$ cat config.mk
export PLATFORM = sky130hd
export DESIGN_NAME = compr_fetch_aligner
export DESIGN_NICKNAME = d
export VERILOG_FILES = /design/src/rtl/compr_fetch_aligner.sv
export SDC_FILE = /design/constraint.sdc
export NUM_CORES = 1
export LEC_CHECK = 0
export BUFFER_PORTS_ARGS = -buffer_cell sky130_fd_sc_hd__buf_2
export CAP_MARGIN = 0
export CELL_PAD_IN_SITES_DETAIL_PLACEMENT = 0
export CELL_PAD_IN_SITES_GLOBAL_PLACEMENT = 1
export CORE_MARGIN = 2
export CORE_UTILIZATION = 25
export DETAILED_ROUTE_END_ITERATION = 8
export PLACE_DENSITY_LB_ADDON = 0.1
export SYNTH_ARGS = -nofsm -noshare
export SYNTH_HDL_FRONTEND = slang
export SYNTH_SLANG_ARGS = --single-unit
$ cat constraint.sdc
create_clock -name i_clk -period 13.6 [get_ports i_clk]
set_input_delay 2.72 -clock i_clk [delete_from_list [all_inputs] [get_ports i_clk]]
set_output_delay 2.72 -clock i_clk [all_outputs]
set_load 0.01 [all_outputs]
$ cat src/rtl/compr_fetch_aligner.sv
// compr_fetch_aligner: realigns 32-bit fetch words into mixed 16/32-bit instructions and expands RVC
// Ports: i_clk/i_rst_n clock and sync active-low reset; i_flush/i_flush_pc redirect;
//        i_fetch_valid/i_fetch_ready/i_fetch_word/i_fetch_pc fetch side;
//        o_valid/i_ready/o_instr/o_pc/o_is_compr/o_ill_instr decode side.
module compr_fetch_aligner #(
    parameter int XLEN   = 64,
    parameter int BUF_HW = 4
) (
    input  logic            i_clk,
    input  logic            i_rst_n,
    input  logic            i_flush,
    input  logic [XLEN-1:0] i_flush_pc,
    input  logic            i_fetch_valid,
    output logic            i_fetch_ready,
    input  logic [31:0]     i_fetch_word,
    input  logic [XLEN-1:0] i_fetch_pc,
    output logic            o_valid,
    input  logic            i_ready,
    output logic [31:0]     o_instr,
    output logic [XLEN-1:0] o_pc,
    output logic            o_is_compr,
    output logic            o_ill_instr
);
    localparam int PW = $clog2(BUF_HW);
    localparam int CW = $clog2(BUF_HW + 1);
    localparam bit RV64 = XLEN == 64;

    logic [15:0]     hw_q [BUF_HW];
    logic [XLEN-1:0] pc_q [BUF_HW];
    logic [PW-1:0]   rd_ptr, wr_ptr;
    logic [CW-1:0]   count;
    logic            skip_lo;
    logic [15:0]     c, next;
    logic            is32, push, pop, ill;
    logic [1:0]      push_n, pop_n;
    logic [31:0]     ex;
    logic [4:0]      rd, rs2, rdp, rs1p;
    logic [11:0]     imm6s;
    logic [20:0]     jimm;
    logic [12:0]     bimm;

    function automatic logic [PW-1:0] wrap(input logic [PW-1:0] p, input int n);
        return PW'((int'(p) + n) % BUF_HW);
    endfunction

    assign c    = hw_q[rd_ptr];
    assign next = hw_q[wrap(rd_ptr, 1)];
    assign is32 = c[1:0] == 2'b11;

    assign o_valid       = i_rst_n && (is32 ? count >= CW'(2) : count != '0);
    assign i_fetch_ready = i_rst_n && count <= CW'(BUF_HW - 2);
    assign push          = i_fetch_valid && i_fetch_ready;
    assign pop           = o_valid && i_ready;
    assign push_n        = !push ? 2'd0 : skip_lo ? 2'd1 : 2'd2;
    assign pop_n         = !pop ? 2'd0 : is32 ? 2'd2 : 2'd1;

    assign o_instr     = !o_valid ? 32'h0 : is32 ? {next, c} : ill ? {16'h0, c} : ex;
    assign o_pc        = o_valid ? pc_q[rd_ptr] : '0;
    assign o_is_compr  = o_valid && !is32;
    assign o_ill_instr = o_valid && !is32 && ill;

    always_ff @(posedge i_clk) begin
        if (!i_rst_n || i_flush) begin
            count   <= '0;
            rd_ptr  <= '0;
            wr_ptr  <= '0;
            skip_lo <= i_rst_n && i_flush_pc[1];
        end else begin
            count  <= count + CW'(push_n) - CW'(pop_n);
            rd_ptr <= wrap(rd_ptr, int'(pop_n));
            wr_ptr <= wrap(wr_ptr, int'(push_n));
            if (push && skip_lo) begin
                hw_q[wr_ptr] <= i_fetch_word[31:16];
                pc_q[wr_ptr] <= i_fetch_pc + XLEN'(2);
                skip_lo      <= 1'b0;
            end else if (push) begin
                hw_q[wr_ptr]          <= i_fetch_word[15:0];
                pc_q[wr_ptr]          <= i_fetch_pc;
                hw_q[wrap(wr_ptr, 1)] <= i_fetch_word[31:16];
                pc_q[wrap(wr_ptr, 1)] <= i_fetch_pc + XLEN'(2);
            end
        end
    end

    assign rd    = c[11:7];
    assign rs2   = c[6:2];
    assign rdp   = {2'b01, c[4:2]};
    assign rs1p  = {2'b01, c[9:7]};
    assign imm6s = {{6{c[12]}}, c[12], c[6:2]};
    assign jimm  = {{9{c[12]}}, c[12], c[8], c[10:9], c[6], c[7], c[2], c[11], c[5:3], 1'b0};
    assign bimm  = {{4{c[12]}}, c[12], c[6:5], c[2], c[11:10], c[4:3], 1'b0};

    always_comb begin
        ex  = 32'h0;
        ill = 1'b0;
        case ({c[1:0], c[15:13]})
            5'b00_000: begin
                ex  = {2'b0, c[10:7], c[12:11], c[5], c[6], 2'b0, 5'd2, 3'b000, rdp, 7'h13};
                ill = c[12:5] == 8'h0;
            end
            5'b00_001: ex = {4'b0, c[6:5], c[12:10], 3'b0, rs1p, 3'b011, rdp, 7'h07};
            5'b00_010: ex = {5'b0, c[5], c[12:10], c[6], 2'b0, rs1p, 3'b010, rdp, 7'h03};
            5'b00_011: ex = RV64 ? {4'b0, c[6:5], c[12:10], 3'b0, rs1p, 3'b011, rdp, 7'h03}
                                 : {5'b0, c[5], c[12:10], c[6], 2'b0, rs1p, 3'b010, rdp, 7'h07};
            5'b00_101: ex = {4'b0, c[6:5], c[12], rdp, rs1p, 3'b011, c[11:10], 3'b0, 7'h27};
            5'b00_110: ex = {5'b0, c[5], c[12], rdp, rs1p, 3'b010, c[11:10], c[6], 2'b0, 7'h23};
            5'b00_111: ex = RV64 ? {4'b0, c[6:5], c[12], rdp, rs1p, 3'b011, c[11:10], 3'b0, 7'h23}
                                 : {5'b0, c[5], c[12], rdp, rs1p, 3'b010, c[11:10], c[6], 2'b0, 7'h27};
            5'b01_000: ex = {imm6s, rd, 3'b000, rd, 7'h13};
            5'b01_001: begin
                ex  = RV64 ? {imm6s, rd, 3'b000, rd, 7'h1b}
                           : {jimm[20], jimm[10:1], jimm[11], jimm[19:12], 5'd1, 7'h6f};
                ill = RV64 && rd == 5'd0;
            end
            5'b01_010: ex = {imm6s, 5'd0, 3'b000, rd, 7'h13};
            5'b01_011: begin
                ex  = rd == 5'd2 ? {{3{c[12]}}, c[4:3], c[5], c[2], c[6], 4'b0, 5'd2, 3'b000, 5'd2, 7'h13}
                                 : {{14{c[12]}}, c[12], c[6:2], rd, 7'h37};
                ill = {c[12], c[6:2]} == 6'd0;
            end
            5'b01_100: begin
                // 11 selects register-register ops; bit12 picks the RV64 word forms
                ex  = !c[11] ? {1'b0, c[10], 4'b0, c[12], c[6:2], rs1p, 3'b101, rs1p, 7'h13}
                    : !c[10] ? {imm6s, rs1p, 3'b111, rs1p, 7'h13}
                    : {1'b0, c[6:5] == 2'b00, 5'b0, rdp, rs1p,
                       c[12] || c[6:5] == 2'b00 ? 3'b000 : {1'b1, c[6], c[6] & c[5]},
                       rs1p, c[12] ? 7'h3b : 7'h33};
                ill = c[11] ? c[10] && c[12] && (!RV64 || c[6]) : !RV64 && c[12];
            end
            5'b01_101: ex = {jimm[20], jimm[10:1], jimm[11], jimm[19:12], 5'd0, 7'h6f};
            5'b01_110, 5'b01_111:
                ex = {bimm[12], bimm[10:5], 5'd0, rs1p, 2'b00, c[13], bimm[4:1], bimm[11], 7'h63};
            5'b10_000: begin
                ex  = {6'b0, c[12], c[6:2], rd, 3'b001, rd, 7'h13};
                ill = !RV64 && c[12];
            end
            5'b10_001: ex = {3'b0, c[4:2], c[12], c[6:5], 3'b0, 5'd2, 3'b011, rd, 7'h07};
            5'b10_010: begin
                ex  = {4'b0, c[3:2], c[12], c[6:4], 2'b0, 5'd2, 3'b010, rd, 7'h03};
                ill = rd == 5'd0;
            end
            5'b10_011: begin
                ex  = RV64 ? {3'b0, c[4:2], c[12], c[6:5], 3'b0, 5'd2, 3'b011, rd, 7'h03}
                           : {4'b0, c[3:2], c[12], c[6:4], 2'b0, 5'd2, 3'b010, rd, 7'h07};
                ill = RV64 && rd == 5'd0;
            end
            5'b10_100: begin
                ex  = !c[12] ? (rs2 == 5'd0 ? {12'b0, rd, 3'b0, 5'd0, 7'h67} : {7'b0, rs2, 5'd0, 3'b0, rd, 7'h33})
                    : rs2 != 5'd0 ? {7'b0, rs2, rd, 3'b0, rd, 7'h33}
                    : rd == 5'd0 ? 32'h00100073 : {12'b0, rd, 3'b0, 5'd1, 7'h67};
                ill = !c[12] && rs2 == 5'd0 && rd == 5'd0;
            end
            5'b10_101: ex = {3'b0, c[9:7], c[12], rs2, 5'd2, 3'b011, c[11:10], 3'b0, 7'h27};
            5'b10_110: ex = {4'b0, c[8:7], c[12], rs2, 5'd2, 3'b010, c[11:9], 2'b0, 7'h23};
            5'b10_111: ex = RV64 ? {3'b0, c[9:7], c[12], rs2, 5'd2, 3'b011, c[11:10], 3'b0, 7'h23}
                                 : {4'b0, c[8:7], c[12], rs2, 5'd2, 3'b010, c[11:9], 2'b0, 7'h27};
            default:   ill = 1'b1;
        endcase
    end
endmodule
==> key figures, run 1 <==
Outcome
  • Outcome: finished clean

Place
  • Detailed Place HPWL: 44.7 mm
  • Final GP Congestion: 0.855
  • Port Buffer Count: 201

Logic synthesis
  • Share of synthesized registers carrying an async set or reset: 0%
  • Mapped Cells: 1,775
  • EDFF count, synth: 321
  • Synth warnings: 0
  • Dominant cells by area after synthesis: edfxtp_1 49%, mux4_2 11%, nand2_1 7.6%, xnor2_1 7.3%, xor2_1 3.9%
  • Leading area contributor after synthesis: edfxtp_1
  • Mapped Area: 19,600 sq um
  • FF+latch count, synth: 328
  • Post-synthesis sequential area ratio: 50.0%
  • Ys flop type: edfxtp_1
  • Synth cell types: 76
  • Synthesized net count: 1,947
  • Most frequent cell after synthesis: nand2_1
  • Post-synth top cells: 398 x nand2_1, 321 x edfxtp_1, 162 x xnor2_1
  • Mean Syn Cell Area: 11.0 sq um
  • Post-synth top area share: 49.3%

Timing
  • Finish-stage setup viols: 0
  • Max-slew violation count: 0
  • Setup TNS: 0 ns
  • Worst-margin pin slew: 0.981 ns
  • Highest clock rate: 116 MHz
  • Fin crit share: 63.5%
  • Unrepaired setup endpoints after global routing: false
  • Worst slew margin: 34.0%
  • Final critical-path required period: 8.64 ns
  • Layout Skew: 0.0360 ns
  • Final hold violations: 0

Floorplanning
  • Die W: 284 um
  • Area of the core: 77,500 sq um
  • IO Count: 265
  • Die Ht: 284 um
  • Die area: 80,500 sq um
  • Core Rows: 102
  • Initial Util: 25.3%

Setup path
  • WS Path Type: reg -> out
  • CP bufs+invs: 4
  • Startpoint Class: flop
  • Crit-path slowest cell: dfxtp_4
  • CP endpoint kind: primary output
  • CP Cell Sequence: buf_4 -> mux4_2 -> nand2_1 -> and2_1 -> o31ai_4 -> inv_2 -> buf_4 -> and2_1 -> buf_2
  • CP max stage delay: 0.84 ns
  • Worst endpoint data arrival time: 5.92 ns
  • Crit path max fanout: 67
  • Crit-path leading delay family: buffers and inverters
  • Crit path required time: 10.88 ns

Global route
  • Initial antenna violation count: 11
  • Vias in the first global route: 14,700
  • Overflow left after global routing: 0
  • Largest net degree at the start of global routing: 68
  • First-pass GRT wire length: 102 mm
  • GRT Overall Usage: 17.2%

Routing
  • Post-Route WL: 69.9 mm
  • DR vias/cell: 4.71
  • Routed via count: 14,000
  • WL/cell: 23.5 um
  • DR iter-0 viols: 1,013
  • Drt first pass iters: 5
  • DRC viols: 0
  • Final ANT Viol Nets: 0

Flow run
  • Max Cap Viol: 0

Power
  • Power consumption: 2.44 mW
  • Leak: 8.16 nW
  • Worst VDD drop: 73.4 uV
  • PD cells: 107 nW/um^2

Final layout
  • Share of cells above drive strength 1: 22.2%
  • Final #Nets: 2,075
  • Area Overhead vs Synth: 16.8%
  • Register Area: 9790 sq um
  • Multi-input combinational cell area: 9160 sq um
  • Fill cells: 8,072

Min path
  • Worst Hold Class: reg -> reg

Clock network
  • Postcts setup bufs: 0
  • CTS tree: done
  • # H-tree levels: 2
  • Num CTS Buffers: 44
  • Worst-path clk slew: 0.06 ns
  • Clk sinks: 328
  • Post-cts resize count: 0
  • Clock root buffer: clkbuf_16
  • Clk Latency, worst-skew pair: 0.58 ns
  • Cts hold-fix bufs: 0
  • CTS Buffer Depth: 3
[worst paths after layout]
check,start,end,slack (ns),cells after the start
max reg2reg,rd_ptr[0],count[2],7.02,13
min reg2reg,count[2],count[2],0.60,2
min,count[2],count[2],0.60,2
max,rd_ptr[0],o_pc[2],4.96,9
[where the power goes]
group	switching (mW)	internal, mW
combinational	0.149	0.0843
sequential	0.00621	1.13
clock	0.453	0.620
[layer usage]
metal  wire length [um]  vias up  global-route usage [%]  share of wire (%)
li1                   -     6498                       -                  -
met1              29800     7035                    21.7                 43
met2              35500      381                    30.6                 51
met3               3030      116                    2.60                4.3
met4               1620        6                    4.39                2.3
met5                 36        -                       0              0.051
[per-stage QoR]
| step | worst slack (ns) | hold slack (ns) | instances | util, % | area [sq um] |
|---|---|---|---|---|---|
| floorplan | 4.29 | 0.553 | 1775 | - | 19600 |
| global placement | 5.48 | 0.576 | 2897 | 27.8 | 21500 |
| detailed placement | 5.49 | 0.586 | 2897 | 27.8 | 21500 |
| CTS | 4.87 | 0.594 | 2976 | 29.5 | 22800 |
| global route | 4.50 | 0.628 | 2976 | 29.5 | 22800 |
| finish | 4.96 | 0.596 | 2977 | 29.5 | 22800 |
[logic make-up (layout without fill, tap and decap cells)]
group | count (synthesis) | in the layout | synth area share (%)
buf+inv | 167 | 328 | 3.72
simple gates | 779 | 779 | 18.0
compound gates | 135 | 135 | 4.99
xor+xnor | 248 | 248 | 11.1
flops | 328 | 328 | 50.0
fa+ha+maj | 7 | 7 | 0.525
mux | 111 | 111 | 11.7
other cells | 0 | 1 | 0
[worst min-delay path, stage by stage (launching register included)]
cell	delay [ns]
dfxtp_1	0.35
xnor2_1	0.17
nor2_1	0.04
[state kept, by name, indices dropped and copies added, names as in the netlist]
signal and cells:
rd_ptr 2, count 3, wr_ptr 2, hw_q 64
pc_q 256, skip_lo 1
[cell usage in the layout (no fill, tap or decap), types with 30 or more instances in the layout]
master / instances
clkbuf_16: 44
and2_1: 78
a21oi_1: 32
buf_2: 201
nand3_1: 34
nor2_1: 147
and3_1: 30
mux4_2: 92
edfxtp_1: 321
xnor2_1: 162
xor2_1: 86
nand2_1: 397
[layout make-up]
cell class | instances | share of cell area [%]
clock buffers | 59 | 5.11
flip-flops and latches | 328 | 42.8
inverters | 19 | 0.312
diodes | 1 | 0.0110
well taps | 1040 | 5.70
multi-input cells | 1280 | 40.1
clock inverters | 20 | 0.586
repair buffers | 230 | 5.36
No activity file was read; power rests on OpenSTA's default activity.
==> run 2, diff against run 1 <==
clock period = 7.1 ns   (was 13.6 ns; I/O delays follow)
==> run 2 against run 1 <==
Net effect: largest power group unchanged; global-route usage about the same; critical endpoint is now o_instr[16]; flip-flop and latch count did not move; non-clock buffer count is 4 higher; wire length rose by 0.18%; die area stayed put; clock power rose by 93%; critical path depth down 1; total power rose by 92%; worst setup slack got worse by 3.9 ns; cell count is 0.17% higher; sequential power rose by 92%; via count down 0.68%.
==> key figures, run 2 (synthesis gave the netlist of run 1 again) <==
Setup path
  • Startpoint Class: flop (unchanged)
  • CP startpoint: rd_ptr[0] (unchanged)
  • Crit-path slowest cell: mux4_2 (was dfxtp_4)
  • Worst-case reg-to-reg path depth: 13 (unchanged)
  • Worst endpoint data arrival time: 4.59 ns (was 5.92 ns)
  • RR Endpoint: count[2] (unchanged)
  • Reg-to-reg slack, setup: 2.44 ns (was 7.02 ns)
  • CP Cell Sequence: buf_4 -> mux4_2 -> nor2_1 -> nand2_1 -> a311oi_1 -> o21ai_0 -> a311oi_1 -> buf_2 (was buf_4 -> mux4_2 -> nand2_1 -> and2_1 -> o31ai_4 -> inv_2 -> buf_4 -> and2_1 -> buf_2)
  • Crit path max fanout: 26 (was 67)
  • WS Path Type: reg -> out (unchanged)
  • CP endpoint kind: primary output (unchanged)
  • Crit path required time: 5.68 ns (was 10.88 ns)
  • Worst R2R Start: rd_ptr[0] (unchanged)
  • Most frequent CP cell: a311oi_1
  • CP max stage delay: 0.76 ns (was 0.84 ns)
  • Critical Path End: o_instr[16] (was o_pc[2])

Outcome
  • Outcome: finished clean (unchanged)

Final layout
  • Most common cell after layout, fill and taps aside: nand2_1 (unchanged)
  • Top flop regs: pc_q: 256 flops, hw_q: 64 flops, count: 3 flops (unchanged)
  • Share of cells above drive strength 1: 22.4% (was 22.2%)
  • Area Overhead vs Synth: 17.2% (was 16.8%)
  • Commonest non-fill, non-tap cells in the layout: 397 x nand2_1, 321 x edfxtp_1, 201 x buf_2, 162 x xnor2_1, 147 x nor2_1 (unchanged)
  • Final Non-Filler Cells: 2,982 (was 2,977)
  • Fin util: 29.6% (was 29.5%)
  • Biggest register: pc_q (unchanged)
  • Final #Nets: 2,079 (was 2,075)
  • Max reg flops: 256 (unchanged)

Timing
  • Layout Skew: 0.0348 ns (was 0.0360 ns)
  • Worst-margin pin slew: 1.14 ns (was 0.981 ns)
  • Finish-stage setup viols: 0 (unchanged)
  • Highest clock rate: 166 MHz
  • Final hold violations: 0 (unchanged)
  • Unrepaired setup endpoints after global routing: false (unchanged)
  • Final critical-path required period: 6.01 ns
  • Setup TNS: 0 ns (unchanged)
  • Final hold slack: 0.584 ns (was 0.596 ns)
  • Max-slew violation count: 0 (unchanged)
  • Worst slew margin: 23.6% (was 34.0%)
  • Final setup margin: 1.09 ns (was 4.96 ns)
  • Fin crit share: 84.7%

Place
  • Port Buffer Count: 201 (unchanged)
  • Placed Instances: 2,901 (was 2,897)
  • Final GP Congestion: 0.838 (was 0.855)
  • Post-place setup slack: 1.69 ns (was 5.49 ns)
  • Detailed Place HPWL: 44.7 mm (about the same)

Clock network
  • Clk sinks: 328 (unchanged)
  • Clock root buffer: clkbuf_16 (unchanged)
  • Cts hold-fix bufs: 0 (unchanged)
  • CTS Buffer Depth: 3 (unchanged)
  • Num CTS Buffers: 44 (unchanged)
  • CTS tree: done (unchanged)
  • # H-tree levels: 2 (unchanged)
  • Clk Latency, worst-skew pair: 0.58 ns (about the same)
  • Postcts setup bufs: 0 (unchanged)
  • Worst-path clk slew: 0.06 ns (about the same)
  • Post-cts resize count: 0 (unchanged)

Floorplanning
  • Die area: 80,500 sq um (unchanged)
  • Die W: 284 um (unchanged)
  • Area of the core: 77,500 sq um (unchanged)
  • Core Rows: 102 (unchanged)
  • Die Ht: 284 um (unchanged)
  • IO Count: 265 (unchanged)
  • Initial Util: 25.3% (unchanged)

Power
  • Worst VDD drop: 142 uV (was 73.4 uV)
  • Leak: 8.18 nW (was 8.16 nW)
  • PD cells: 204 nW/um^2 (was 107 nW/um^2)

Routing
  • WL/cell: 23.5 um (about the same)
  • DRC viols: 0 (unchanged)
  • Final ANT Viol Nets: 0 (unchanged)
  • DR vias/cell: 4.67 (was 4.71)
  • DR iter-0 viols: 923 (was 1,013)
  • Post-Route WL: 70.1 mm (was 69.9 mm)
  • Routed via count: 13,900 (was 14,000)
  • Drt first pass iters: 7 (was 5)

Global route
  • GRT Overall Usage: 17.2% (about the same)
  • Vias in the first global route: 14,700 (about the same)
  • Initial antenna violation count: 11 (unchanged)
  • Largest net degree at the start of global routing: 68 (unchanged)
  • Overflow left after global routing: 0 (unchanged)
  • First-pass GRT wire length: 102 mm (about the same)

Min path
  • Worst Hold Class: reg -> reg (unchanged)

Flow run
  • Max Cap Viol: 0 (unchanged)
run 2: layout make-up:
cell class / count / area [sq um]
Antenna cell: 2 / 5.00
Inverter: 19 / 71.3
Tap cell: 1040 / 1300
Multi-Input combinational cell: 1280 / 9160
Timing Repair Buffer: 234 / 1280
Clock inverter: 27 / 173
Clock buffer: 52 / 1150
Fill cell: 8020 / 54500
Sequential cell: 328 / 9790
run 2: worst max-delay path, delay by kind of cell, from the launching register on:
family	cells	cell delay [ns]
AO/OA/AOI/OAI	3	1.34
buffers and inverters	2	0.80
flip-flops	1	0.63
multiplexers	1	0.76
AND/OR/NAND/NOR	2	0.49
run 2: through the flow:
step	power [mW]	area, sq um
2_1_floorplan	2.49	19600
3_3_place_gp	2.66	21600
3_5_place_dp	2.66	21600
4_1_cts	4.75	22900
5_1_grt	4.86	22900
6_report	4.68	22900
run 2: worst min path at each step:
stage,slack (ns),endpoint,from,cells past startpoint
4_1_cts,0.59,count[2],count[2],2
3_5_place_dp,0.58,count[2],count[2],2
2_1_floorplan,0.55,count[2],count[2],2
3_3_place_gp,0.58,count[2],count[2],2
6_report,0.58,count[2],count[2],2
5_1_grt,0.62,count[2],count[2],2
run 2: report_power, final:
group / internal, mW / total, mW / switching (mW)
clock network: 1.19 / 2.06 / 0.873
registers: 2.16 / 2.17 / 0.0107
logic: 0.163 / 0.448 / 0.285
total: 3.51 / 4.68 / 1.17
run 2: routing by layer:
layer	track usage (%)	up-vias	routed length [um]
met1	21.5	6964	29700
met3	2.64	117	3120
met2	30.8	342	35500
met5	0	-	30
met4	4.71	6	1650
li1	-	6511	-
==> run 3, diff against run 2 <==
ABC_AREA = 1   (was not set)
clock period = 4.97 ns   (was 7.1 ns; I/O delays follow)
==> run 3 against run 2 <==
Net effect: synthesized area is 11% higher; synthesized cell count up 62%; total power grew 50%; clock-buffer cell count is 3 higher; flip-flop and latch count did not move; die area is 11% higher; cell area increased by 10%; register-to-register slack got worse by 1.3 ns; sequential share of layout area fell by 3.9 points; largest power group unchanged.
==> key figures, run 3 <==
Setup path
  • Startpoint Class: flop (unchanged)
  • Worst R2R Start: rd_ptr[1] (was rd_ptr[0])
  • Worst endpoint data arrival time: 3.65 ns (was 4.59 ns)
  • Reg-to-reg slack, setup: 1.11 ns (was 2.44 ns)
  • CP max stage delay: 0.46 ns (was 0.76 ns)
  • CP Cell Sequence: inv_4 -> nand3_1 -> nand2_2 -> inv_2 -> nor2_1 -> nand2_1 -> nand3_1 -> nand2_1 -> nor2_1 -> nor2_1 -> nand2_1 -> nand2_1 -> nor2_1 -> buf_2 (was buf_4 -> mux4_2 -> nor2_1 -> nand2_1 -> a311oi_1 -> o21ai_0 -> a311oi_1 -> buf_2)
  • Crit path required time: 3.98 ns (was 5.68 ns)
  • CP endpoint kind: primary output (unchanged)
  • Crit-path slowest cell: dfxtp_4 (was mux4_2)
  • Crit path max fanout: 30 (was 26)
  • WS Path Type: reg -> out (unchanged)
  • CP bufs+invs: 3 (was 2)
  • Crit-path leading delay family: simple AND/OR/NAND/NOR gates (was compound AO/OA/AOI/OAI gates)
  • RR Endpoint: count[2] (unchanged)
  • Worst-case reg-to-reg path depth: 18 (was 13)

Timing
  • Fin crit share: 93.4%
  • Final critical-path required period: 4.64 ns
  • Final hold violations: 0 (unchanged)
  • Finish-stage setup viols: 0 (unchanged)
  • Layout Skew: 0.0240 ns (was 0.0348 ns)
  • Max-slew violation count: 0 (unchanged)
  • Worst-margin pin slew: 0.948 ns (was 1.14 ns)
  • Setup TNS: 0 ns (unchanged)
  • Unrepaired setup endpoints after global routing: false (unchanged)
  • Worst slew margin: 36.8% (was 23.6%)
  • Highest clock rate: 215 MHz

Final layout
  • Fill cells: 9,416 (was 8,020)
  • Fin util: 29.3% (was 29.6%)
  • Commonest non-fill, non-tap cells in the layout: 741 x nand2_1, 457 x nor2_1, 396 x o21ai_0, 321 x edfxtp_1, 207 x nand3_1 (was 397 x nand2_1, 321 x edfxtp_1, 201 x buf_2, 162 x xnor2_1, 147 x nor2_1)
  • Top flop regs: pc_q: 256 flops, hw_q: 64 flops, count: 3 flops (unchanged)
  • Final Non-Filler Cells: 4,211 (was 2,982)
  • Area Overhead vs Synth: 16.5% (was 17.2%)
  • Biggest register: pc_q (unchanged)
  • Final #Nets: 3,194 (was 2,079)
  • Max reg flops: 256 (unchanged)
  • Share of cells above drive strength 1: 13.4% (was 22.4%)
  • Register Area: 9790 sq um (unchanged)
  • Most common cell after layout, fill and taps aside: nand2_1 (unchanged)
  • Multi-input combinational cell area: 10,600 sq um (was 9160 sq um)
  • Fin area: 25,300 sq um (was 22,900 sq um)

Clock network
  • Clk sinks: 328 (unchanged)
  • Cts hold-fix bufs: 0 (unchanged)
  • Clock root buffer: clkbuf_16 (unchanged)
  • Worst-path clk slew: 0.06 ns (about the same)
  • Postcts setup bufs: 0 (unchanged)
  • Clk Latency, worst-skew pair: 0.59 ns (was 0.58 ns)
  • CTS Buffer Depth: 3 (unchanged)
  • Num CTS Buffers: 45 (was 44)
  • # H-tree levels: 2 (unchanged)
  • Post-cts resize count: 0 (unchanged)
  • CTS tree: done (unchanged)

Routing
  • DRC viols: 0 (unchanged)
  • Drt first pass iters: 5 (was 7)
  • DR vias/cell: 4.94 (was 4.67)
  • DR iter-0 viols: 1,339 (was 923)
  • WL/cell: 23.3 um (was 23.5 um)
  • Post-Route WL: 98.1 mm (was 70.1 mm)
  • Routed via count: 20,800 (was 13,900)
  • Final ANT Viol Nets: 0 (unchanged)

Global route
  • First-pass GRT wire length: 142 mm (was 102 mm)
  • Largest net degree at the start of global routing: 126 (was 68)
  • Overflow left after global routing: 0 (unchanged)
  • Vias in the first global route: 20,300 (was 14,700)
  • Initial antenna violation count: 6 (was 11)
  • GRT Overall Usage: 21.5% (was 17.2%)

Logic synthesis
  • Synth warnings: 0 (unchanged)
  • FF+latch count, synth: 328 (unchanged)
  • EDFF count, synth: 321 (unchanged)
  • Synthesized net count: 3,056 (was 1,947)
  • Share of synthesized registers carrying an async set or reset: 0% (unchanged)
  • Post-synthesis sequential area ratio: 45.1% (was 50.0%)
  • Post-synth top area share: 44.4% (was 49.3%)
  • Ys flop type: edfxtp_1 (unchanged)
  • Leading area contributor after synthesis: edfxtp_1 (unchanged)
  • Mapped Area: 21,700 sq um (was 19,600 sq um)
  • Dominant cells by area after synthesis: edfxtp_1 44%, nand2_1 13%, o21ai_0 9.1%, nor2_1 8.0%, nand3_1 4.8% (was edfxtp_1 49%, mux4_2 11%, nand2_1 7.6%, xnor2_1 7.3%, xor2_1 3.9%)
  • Post-synth top cells: 745 x nand2_1, 461 x nor2_1, 396 x o21ai_0 (was 398 x nand2_1, 321 x edfxtp_1, 162 x xnor2_1)
  • Mapped Cells: 2,884 (was 1,775)
  • Most frequent cell after synthesis: nand2_1 (unchanged)
  • Synth cell types: 44 (was 76)
  • Mean Syn Cell Area: 7.52 sq um (was 11.0 sq um)

Min path
  • Hold path cells: 2 (unchanged)
  • Hold Path Origin: wr_ptr[1] (was count[2])
  • Worst hold endpoint: wr_ptr[1] (was count[2])
  • Worst Hold Class: reg -> reg (unchanged)

Power
  • Leak: 9.69 nW (was 8.18 nW)
  • Clock network power share: 43.7% (was 44.1%)
  • Internal: 5.10 mW (was 3.51 mW)
  • Sw Ratio: 27.3% (was 25.0%)
  • Worst VDD drop: 218 uV (was 142 uV)
  • PD cells: 278 nW/um^2 (was 204 nW/um^2)
  • Share of total power in sequential cells: 44.3% (was 46.3%)
  • Switching power: 1.91 mW (was 1.17 mW)
  • Logic gate share of total power: 12.0% (was 9.6%)

Place
  • Port Buffer Count: 201 (unchanged)
  • Placed Instances: 4,130 (was 2,901)
  • Placed inst area: 23,900 sq um (was 21,600 sq um)
  • Final GP Congestion: 0.898 (was 0.838)
  • Detailed Place HPWL: 66.4 mm (was 44.7 mm)

Floorplanning
  • Die W: 299 um (was 284 um)
  • Area of the core: 86,300 sq um (was 77,500 sq um)
  • Die area: 89,100 sq um (was 80,500 sq um)
  • Core Rows: 108 (was 102)
  • Initial Util: 25.1% (was 25.3%)
  • Die Ht: 299 um (was 284 um)
  • IO Count: 265 (unchanged)

Flow run
  • Max Cap Viol: 0 (unchanged)

Outcome
  • Outcome: finished clean (unchanged)
[run 3: power groups by stage]
stage	combinational [mW]	sequential [mW]	clock [mW]
after floorplan	0.489	3.17	0
after global placement	0.850	3.17	0
after detailed placement	0.855	3.17	0
after CTS	0.858	3.11	3.16
after global routing	0.941	3.11	3.25
final	0.839	3.11	3.07
[run 3: how the worst max path moves through the flow]
stage	startpoint	to	slack, ns	cells past startpoint
final	rd_ptr[1]	o_instr[20]	0.33	14
after CTS	rd_ptr[1]	o_pc[53]	0.22	11
after floorplan	i_rst_n	hw_q[1][0]	0.52	9
after global placement	i_rst_n	pc_q[1][17]	0.81	10
after global routing	rd_ptr[1]	o_instr[20]	0.06	14
after detailed placement	i_rst_n	pc_q[1][17]	0.77	10
[run 3: worst reg2reg max path, stage by stage, from the launching register on]
cell,delay [ns]
dfxtp_4,0.59
buf_4,0.39
nand2_1,0.11
nor2_1,0.19
nor2_4,0.11
nand2_2,0.29
a211oi_2,0.15
nor2_4,0.13
buf_4,0.26
nand2_1,0.16
nor2_1,0.21
ha_1,0.27
inv_1,0.05
ha_1,0.12
inv_1,0.04
fa_1,0.37
xor2_1,0.17
inv_1,0.07
nor2_1,0.03
[run 3: routing by layer]
metal  share of wire [%]  vias up  global-route usage [%]
met4                 2.5        8                    5.74
met3                 4.0      135                    2.16
li1                    -    10100                       -
met5               0.051        -                       0
met1                  42    10100                    26.8
met2                  51      519                    39.5
[run 3: cell type report]
type                    count  area share [%]
multi-input cells        2240            41.8
flip-flops and latches    328            38.7
repair buffers            243            5.83
well taps                1155            5.72
clock buffers              55            4.61
inverters                 164            2.47
clock inverters            25           0.778
diodes                      1         0.00991
[run 3: cells by family after synthesis]
group                    synth area share (%)
flip-flops                               45.1
XOR/XNOR                                 1.82
multiplexers                             1.25
buffers and inverters                    6.49
adder cells (fa/ha/maj)                 0.473
AO/OA/AOI/OAI                            14.1
AND/OR/NAND/NOR                          30.8
[run 3: through the flow]
step,setup slack [ns],hold WS [ns],power [mW]
final,0.327,0.639,7.02
after global routing,0.0629,0.639,7.30
after CTS,0.216,0.610,7.13
after detailed placement,0.774,0.617,4.02
after global placement,0.806,0.605,4.02
after floorplan,0.522,0.578,3.65
